`src/rtl/mem_arbiter_rv.sv`:
```
// Two-master (fetch/data) arbiter in front of the DRAM user interface; one transaction in flight.
// Define MEM_ARB_RR_EN for round-robin arbitration; otherwise the data port has fixed priority.
module mem_arbiter_rv #(
    parameter int ADDR_W = 32,
    parameter int DATA_W = 32
) (
    input  logic              clk,
    input  logic              rst_x,
    input  logic              i_if_req,
    input  logic [ADDR_W-1:0] i_if_addr,
    output logic              o_if_ack,
    output logic [DATA_W-1:0] o_if_rdata,
    input  logic              i_d_req,
    input  logic              i_d_we,
    input  logic [ADDR_W-1:0] i_d_addr,
    input  logic [DATA_W-1:0] i_d_wdata,
    input  logic [2:0]        i_d_ctrl,
    output logic              o_d_ack,
    output logic [DATA_W-1:0] o_d_rdata,
    output logic              o_m_rd_en,
    output logic              o_m_wr_en,
    output logic [ADDR_W-1:0] o_m_addr,
    output logic [DATA_W-1:0] o_m_data,
    output logic [2:0]        o_m_ctrl,
    input  logic [DATA_W-1:0] i_m_data,
    input  logic              i_m_busy,
    input  logic              i_m_calib_done
);

    typedef enum logic [2:0] {
        S_IDLE,
        S_ISSUE,
        S_WAIT_HI,
        S_WAIT_LO,
        S_RESP
    } state_t;

    state_t            state_q;
    logic              gnt_d_q;   // 1 = data port holds / last held the grant
    logic              we_q;
    logic              rd_en_q, wr_en_q, if_ack_q, d_ack_q;
    logic [ADDR_W-1:0] addr_q;
    logic [DATA_W-1:0] data_q, if_rdata_q, d_rdata_q;
    logic [2:0]        ctrl_q;

    logic              win_d_d;
    logic              we_d;
    logic [ADDR_W-1:0] addr_d;
    logic [DATA_W-1:0] data_d;
    logic [2:0]        ctrl_d;
    logic              issue_ok;

    assign issue_ok = i_m_calib_done && !i_m_busy && (i_if_req || i_d_req);

    always_comb begin
        win_d_d = i_d_req;
`ifdef MEM_ARB_RR_EN
        if (i_d_req && i_if_req) win_d_d = ~gnt_d_q;
`else
`endif
        if (win_d_d) begin
            addr_d = i_d_addr;
            data_d = i_d_wdata;
            ctrl_d = i_d_ctrl;
            we_d   = i_d_we;
        end else begin
            // fetches are always full-word reads
            addr_d = i_if_addr;
            data_d = '0;
            ctrl_d = 3'b010;
            we_d   = 1'b0;
        end
    end

    always_ff @(posedge clk or negedge rst_x) begin
        if (!rst_x) begin
            state_q    <= S_IDLE;
            gnt_d_q    <= 1'b1;
            we_q       <= 1'b0;
            rd_en_q    <= 1'b0;
            wr_en_q    <= 1'b0;
            if_ack_q   <= 1'b0;
            d_ack_q    <= 1'b0;
            addr_q     <= '0;
            data_q     <= '0;
            ctrl_q     <= '0;
            if_rdata_q <= '0;
            d_rdata_q  <= '0;
        end else begin
            case (state_q)
                S_IDLE: begin
                    if (issue_ok) begin
                        addr_q  <= addr_d;
                        data_q  <= data_d;
                        ctrl_q  <= ctrl_d;
                        we_q    <= we_d;
                        gnt_d_q <= win_d_d;
                        rd_en_q <= ~we_d;
                        wr_en_q <= we_d;
                        state_q <= S_ISSUE;
                    end
                end
                S_ISSUE: begin
                    rd_en_q <= 1'b0;
                    wr_en_q <= 1'b0;
                    state_q <= S_WAIT_HI;
                end
                S_WAIT_HI: begin
                    if (i_m_busy) state_q <= S_WAIT_LO;
                end
                S_WAIT_LO: begin
                    if (!i_m_busy) begin
                        if (gnt_d_q) begin
                            if (!we_q) d_rdata_q <= i_m_data;
                            d_ack_q <= 1'b1;
                        end else begin
                            if_rdata_q <= i_m_data;
                            if_ack_q   <= 1'b1;
                        end
                        state_q <= S_RESP;
                    end
                end
                S_RESP: begin
                    if_ack_q <= 1'b0;
                    d_ack_q  <= 1'b0;
                    state_q  <= S_IDLE;
                end
                default: state_q <= S_IDLE;
            endcase
        end
    end

    assign o_if_ack   = if_ack_q;
    assign o_if_rdata = if_rdata_q;
    assign o_d_ack    = d_ack_q;
    assign o_d_rdata  = d_rdata_q;
    assign o_m_rd_en  = rd_en_q;
    assign o_m_wr_en  = wr_en_q;
    assign o_m_addr   = addr_q;
    assign o_m_data   = data_q;
    assign o_m_ctrl   = ctrl_q;

endmodule
```
`config.mk`:
```
export PLATFORM = sky130hd
export DESIGN_NAME = mem_arbiter_rv
export DESIGN_NICKNAME = d
export VERILOG_FILES = /design/src/rtl/mem_arbiter_rv.sv
export SDC_FILE = /design/constraint.sdc
export NUM_CORES = 1
export LEC_CHECK = 0
export CAP_MARGIN = 20
export CORE_MARGIN = 2
export CORE_UTILIZATION = 30
export CTS_CLUSTER_DIAMETER = 50
export DETAILED_ROUTE_END_ITERATION = 7
export SLEW_MARGIN = 0
export SYNTH_ARGS = -nofsm -noshare
export SYNTH_HDL_FRONTEND = slang
export SYNTH_SLANG_ARGS = --single-unit
```
`constraint.sdc`:
```
create_clock -name clk -period 2.8 [get_ports clk]
set_input_delay 0.56 -clock clk [delete_from_list [all_inputs] [get_ports clk]]
set_output_delay 0.56 -clock clk [all_outputs]
set_load 0.01 [all_outputs]
```
==> out/qor.txt, run 1 <==
Syn Inst Count = 436
Setup Buffers After CTS = 0
Power per cell area = 1030 mW/mm2
Critical Path RT = 3090 ps
Syn Area/Cell = 13.6 um2
Clock insertion delay at the later pin of the skew report = 420 ps
Max_cap viols = 0
Crit-path max cell delay = 500 ps
Yosys reg bits = 140
I/O Pins = 273
Initial DRC Count = 146
Synthesized net count = 574
Post-synth EDFFs = 0
R2R setup slack = 660 ps
Fin. Hold Viols = 0
R2R cell count = 4
Setup slack after layout = 599 ps
Initial Util = 30.5%
Via count = 4,465
Mapped cell area = 0.00591 mm2
Vias in the first global route = 4,900
Share of layout cells above drive strength 1 = 25.5%
CTS clk-pin slew, worst paths = 70 ps
Post-CTS sizing = 0
Commonest non-fill, non-tap cell in the layout = clkdlybuf4s50_1
Most frequent cells in the layout = clkdlybuf4s50_1, dfrtp_1, mux2_2, o21ai_0, inv_1
Worst-path cell chain = clkdlybuf4s50_1, or4b_4, nor3_4, buf_12, mux2_2
Pre-CTS setup slack = 179 ps
HP Class = in -> async
TritonCTS clock tree = yes
LEAKAGE = 0.00395 uW
Clk sinks = 140
DP HPWL = 12,000 um
Top cell type's share of synthesized area = 58.8%
First-pass GRT wire length = 25,500 um
Number of diodes = 0
Skew final = 13.8 ps
DIE AREA = 0.0209 mm2
H-tree depth = 4
Num rows = 51
Final period util = 78.6%
Total CTS buffers = 17
CP Launch Type = input pin
WL per Instance = 16.8 um
Setup TNS Final = 0 ps
Maximum VDD drop = 501 uV
Post-synth ARST share = 100%
Die Wd = 144 um
Max_slew headroom = 56.9%
Number of port buffers = 272
Total core area = 0.0194 mm2
Pre-antenna DRT Iters = 4
Crit path arrival time = 2490 ps
RSZ-0062 raised after global routing = false
GRT overflow = 0
Via density per instance = 4.53
Detailed Route WL = 16,500 um
Largest net degree at the start of global routing = 64
Transition time of the tightest slew-check pin = 646 ps
Synth area leader = dfrtp_1
Max-slew violation count = 0
Top achievable clock speed = 454 MHz
# hold bufs at CTS = 0
Ys flop type = dfrtp_1
Final min period = 2200 ps
Cell variety after synth = 32
Status = finished, final reports clean
Area grow syn2layout = 61.1%
Crit path max fanout = 50
Top cells by area, synth = dfrtp_1, mux2_2, nand4_1, o21ai_0, inv_1
GR Util All Layers = 15.8%
Crit path kind = in -> reg
Total number of yosys warnings = 0
Clock tree root buffer cell = clkbuf_16
Die Y = 144 um
Placer Congestion = 0.752
Clock Path Buffers = 2
Initial antenna violation count = 1
Setup-failing EPs final = 0
Crit end category = register
DR DRC count = 0
CP max-delay cell = clkdlybuf4s50_1
Layout Nets = 846
Seq/Total Area, Yosys = 59.3%
DRT antenna net count = 0
## area by class of cell
type	count	area (um2)
clock buffer	19	443
clock inverter	13	129
fill	1778	9870
inverter	37	139
multi-input combinational	228	2110
sequential	140	3500
tap	265	332
timing repair buffer	284	2870
## cells by family after synthesis
group	count (synthesis)	share of synthesized area, %
DFF	140	59.3
AOI/OAI and AO/OA	45	4.04
buffers and inverters	68	5.46
muxes	130	25.3
and+or+nand+nor	53	5.92
## power breakdown
| group | switching (uW) | internal [uW] |
|---|---|---|
| sequential | 556 | 3000 |
| clock | 910 | 1260 |
| combinational | 1560 | 2530 |
## worst max-delay path: cells and delay by family
family	cells	cell delay, ps
buf+inv	2	790
simple gates	2	730
mux	1	370
## per-stage QoR
stage	std cells	hold WS [ps]	area [um2]	utilization, %	power, uW
CTS	986	131	9530	49.1	9950
finish	986	104	9530	49.1	9810
global placement	954	470	8950	46.2	7600
global route	986	145	9530	49.1	10400
detailed placement	954	482	8950	46.2	7710
floorplan	436	264	5910	-	5160
## metal layers
layer	up-vias	track usage [%]	wire [um]	share of wire [%]
met1	2174	17.9	6590	40
li1	2082	-	-	-
met5	-	0	13	0.079
met2	193	26.5	7890	48
met3	14	7.55	1840	11
met4	2	5.06	192	1.2
## cell usage after synthesis, types with 2 or more instances
master    number
nor2_1         2
nand2_1        4
inv_1         36
a21oi_1        2
o21ai_0       38
nand2b_1       2
dfrtp_1      139
mux2_2       121
buf_2          8
clkbuf_1      12
buf_1          3
nand4_1       34
buf_6          6
mux2_4         9
nand3_1        3
## path summary, 6_finish.rpt
check                               start       endpoint
setup / recovery           i_m_calib_done   o_m_addr[27]
hold / removal                      rst_x  o_d_rdata[23]
setup reg to reg               state_q[2]   o_m_addr[27]
hold reg to reg                  o_if_ack       o_if_ack
max in group asynchronous           rst_x    o_m_ctrl[2]
min in group clk                 o_if_ack       o_if_ack
## state kept, by name, indices dropped and copies added, names as in the netlist, 3 cells and up
| register | flops |
|---|---|
| o_d_rdata | 32 |
| o_if_rdata | 32 |
| o_m_addr | 32 |
| o_m_data | 32 |
| o_m_ctrl | 3 |
| state_q | 3 |
Power figures use the tool's default switching activity.
==> run 2: changes to the inputs <==
Clock period 2.8 ns to 2.1 ns, I/O delays scaled along.
==> run 2 against run 1 <==
Net effect: global-route usage shrank 0.15 points; final cell count up 0.91%; combinational power up 35%; worst hold slack better by 370 ps; critical path type unchanged.
==> out/qor.txt, run 2 (synthesized netlist as in run 1, its figures left out) <==
RSZ-0062 raised after global routing = false (unchanged)
Internal Power = 9630 uW (was 6790 uW)
Detailed Route WL = 16,400 um (was 16,500 um)
Max_slew headroom = 57.0% (was 56.9%)
Setup Buffers After CTS = 0 (unchanged)
Metal-1 WL = 6610 um (was 6590 um)
Num rows = 51 (unchanged)
Final min period = 1980 ps
WL per Instance = 16.5 um (was 16.8 um)
R2R cell count = 4 (unchanged)
Clock Path Buffers = 2 (unchanged)
Pre-CTS setup slack = -308 ps (was 179 ps)
Largest net degree at the start of global routing = 42 (was 64)
Maximum VDD drop = 628 uV (was 501 uV)
Final period util = 94.3%
DRT antenna net count = 0 (unchanged)
I/O Pins = 273 (unchanged)
DR DRC count = 0 (unchanged)
Status = finished, final reports clean (unchanged)
Clock insertion delay at the later pin of the skew report = 410 ps (was 420 ps)
Post-CTS sizing = 0 (unchanged)
DP HPWL = 12,100 um (was 12,000 um)
Via density per instance = 4.53 (about the same)
Most frequent cells in the layout = clkdlybuf4s50_1, dfrtp_1, mux2_2, o21ai_0, inv_1 (unchanged)
Clock network power share = 25.0% (was 22.2%)
Critical Path RT = 2390 ps (was 3090 ps)
Total core area = 0.0194 mm2 (unchanged)
CTS clk-pin slew, worst paths = 60 ps (was 70 ps)
Vias in the first global route = 4,870 (was 4,900)
Fin. Hold Viols = 0 (unchanged)
Initial DRC Count = 114 (was 146)
Final core occ = 50.0% (was 49.1%)
Crit-path max cell delay = 480 ps (was 500 ps)
Crit end category = register (unchanged)
Via count = 4,511 (was 4,465)
Setup TNS Final = 0 ps (unchanged)
Layout Nets = 856 (was 846)
Placer Congestion = 0.794 (was 0.752)
HP Class = in -> async (unchanged)
LEAKAGE = 0.00406 uW (was 0.00395 uW)
Hold slack = 475 ps (was 104 ps)
Commonest non-fill, non-tap cell in the layout = clkdlybuf4s50_1 (unchanged)
Switching fraction of total power = 29.2% (was 30.8%)
Max_cap viols = 0 (unchanged)
Number of diodes = 0 (unchanged)
Share of layout cells above drive strength 1 = 26.3% (was 25.5%)
Met3 routed WL = 1700 um (was 1840 um)
DR WL met2 = 7880 um (was 7890 um)
GRT overflow = 0 (unchanged)
Power per cell area = 1400 mW/mm2 (was 1030 mW/mm2)
TritonCTS clock tree = yes (unchanged)
Max-slew violation count = 0 (unchanged)
Initial antenna violation count = 0 (was 1)
Pre-antenna DRT Iters = 4 (unchanged)
CP max-delay cell = or4b_4 (was clkdlybuf4s50_1)
# hold bufs at CTS = 1 (was 0)
Reg power frac = 34.6% (was 36.2%)
First-pass GRT wire length = 25,200 um (was 25,500 um)
Skew final = 6.86 ps (was 13.8 ps)
Crit path max fanout = 36 (was 50)
Die Wd = 144 um (unchanged)
GR Util All Layers = 15.7% (was 15.8%)
Worst-path cell chain = clkdlybuf4s50_1, or4b_4, nor3_4, buf_12, mux2_2 (unchanged)
Switch Pwr = 3980 uW (was 3030 uW)
Logic pwr share = 40.4% (was 41.6%)
Crit path kind = in -> reg (unchanged)
Setup slack after layout = 120 ps (was 599 ps)
Clk sinks = 140 (unchanged)
Initial Util = 30.5% (unchanged)
Die Y = 144 um (unchanged)
DIE AREA = 0.0209 mm2 (unchanged)
Top achievable clock speed = 505 MHz
Transition time of the tightest slew-check pin = 644 ps (was 646 ps)
Area grow syn2layout = 64.0% (was 61.1%)
Uppermost layer routed = met4 (was met5)
CP Launch Type = input pin (unchanged)
Crit path arrival time = 2270 ps (was 2490 ps)
Clock tree root buffer cell = clkbuf_16 (unchanged)
H-tree depth = 4 (unchanged)
Number of port buffers = 272 (unchanged)
Total CTS buffers = 17 (unchanged)
Setup-failing EPs final = 0 (unchanged)
-- run 2: final timing paths --
kind / slack [ps] / from / end
max in group asynchronous: 990 / rst_x / o_m_data[23]
worst min register to register: 500 / o_if_ack / o_if_ack
worst max-delay path: 120 / i_m_calib_done / o_m_addr[22]
worst min-delay path: 470 / rst_x / o_d_rdata[28]
min in group clk: 500 / o_if_ack / o_if_ack
worst max register to register: 150 / state_q[2] / o_m_addr[22]
-- run 2: layer usage --
metal  up-vias  GRT usage [%]
li1       2101              -
met3        16           6.75
met4         0           4.75
met5         -              0
met1      2207           18.3
met2       187           26.2
-- run 2: per-stage QoR --
step	cells	total power (uW)	area (um2)
2_1_floorplan	436	6870	5910
3_3_place_gp	963	10200	9020
3_5_place_dp	963	10300	9020
4_1_cts	995	13800	9700
5_1_grt	995	14400	9700
6_report	995	13600	9700
-- run 2: critical path, delay by kind of cell --
family	cells	cell delay, ps
multiplexers	1	370
AND/OR/NAND/NOR	2	720
buffers and inverters	2	720
-- run 2: final cells by class --
cell class	instances	area, um2
sequential	140	3500
fill	1735	9700
inverter	37	139
clock inverter	13	238
multi-input combinational	228	2110
tap	265	332
timing repair buffer	294	2950
clock buffer	18	429
-- run 2: power by group through the flow --
stage / combinational [uW] / sequential [uW] / clock (uW)
5_1_grt: 5890 / 4890 / 3630
4_1_cts: 5590 / 4720 / 3490
3_3_place_gp: 5480 / 4700 / 0
6_report: 5500 / 4700 / 3410
2_1_floorplan: 1630 / 5250 / 0
3_5_place_dp: 5550 / 4750 / 0
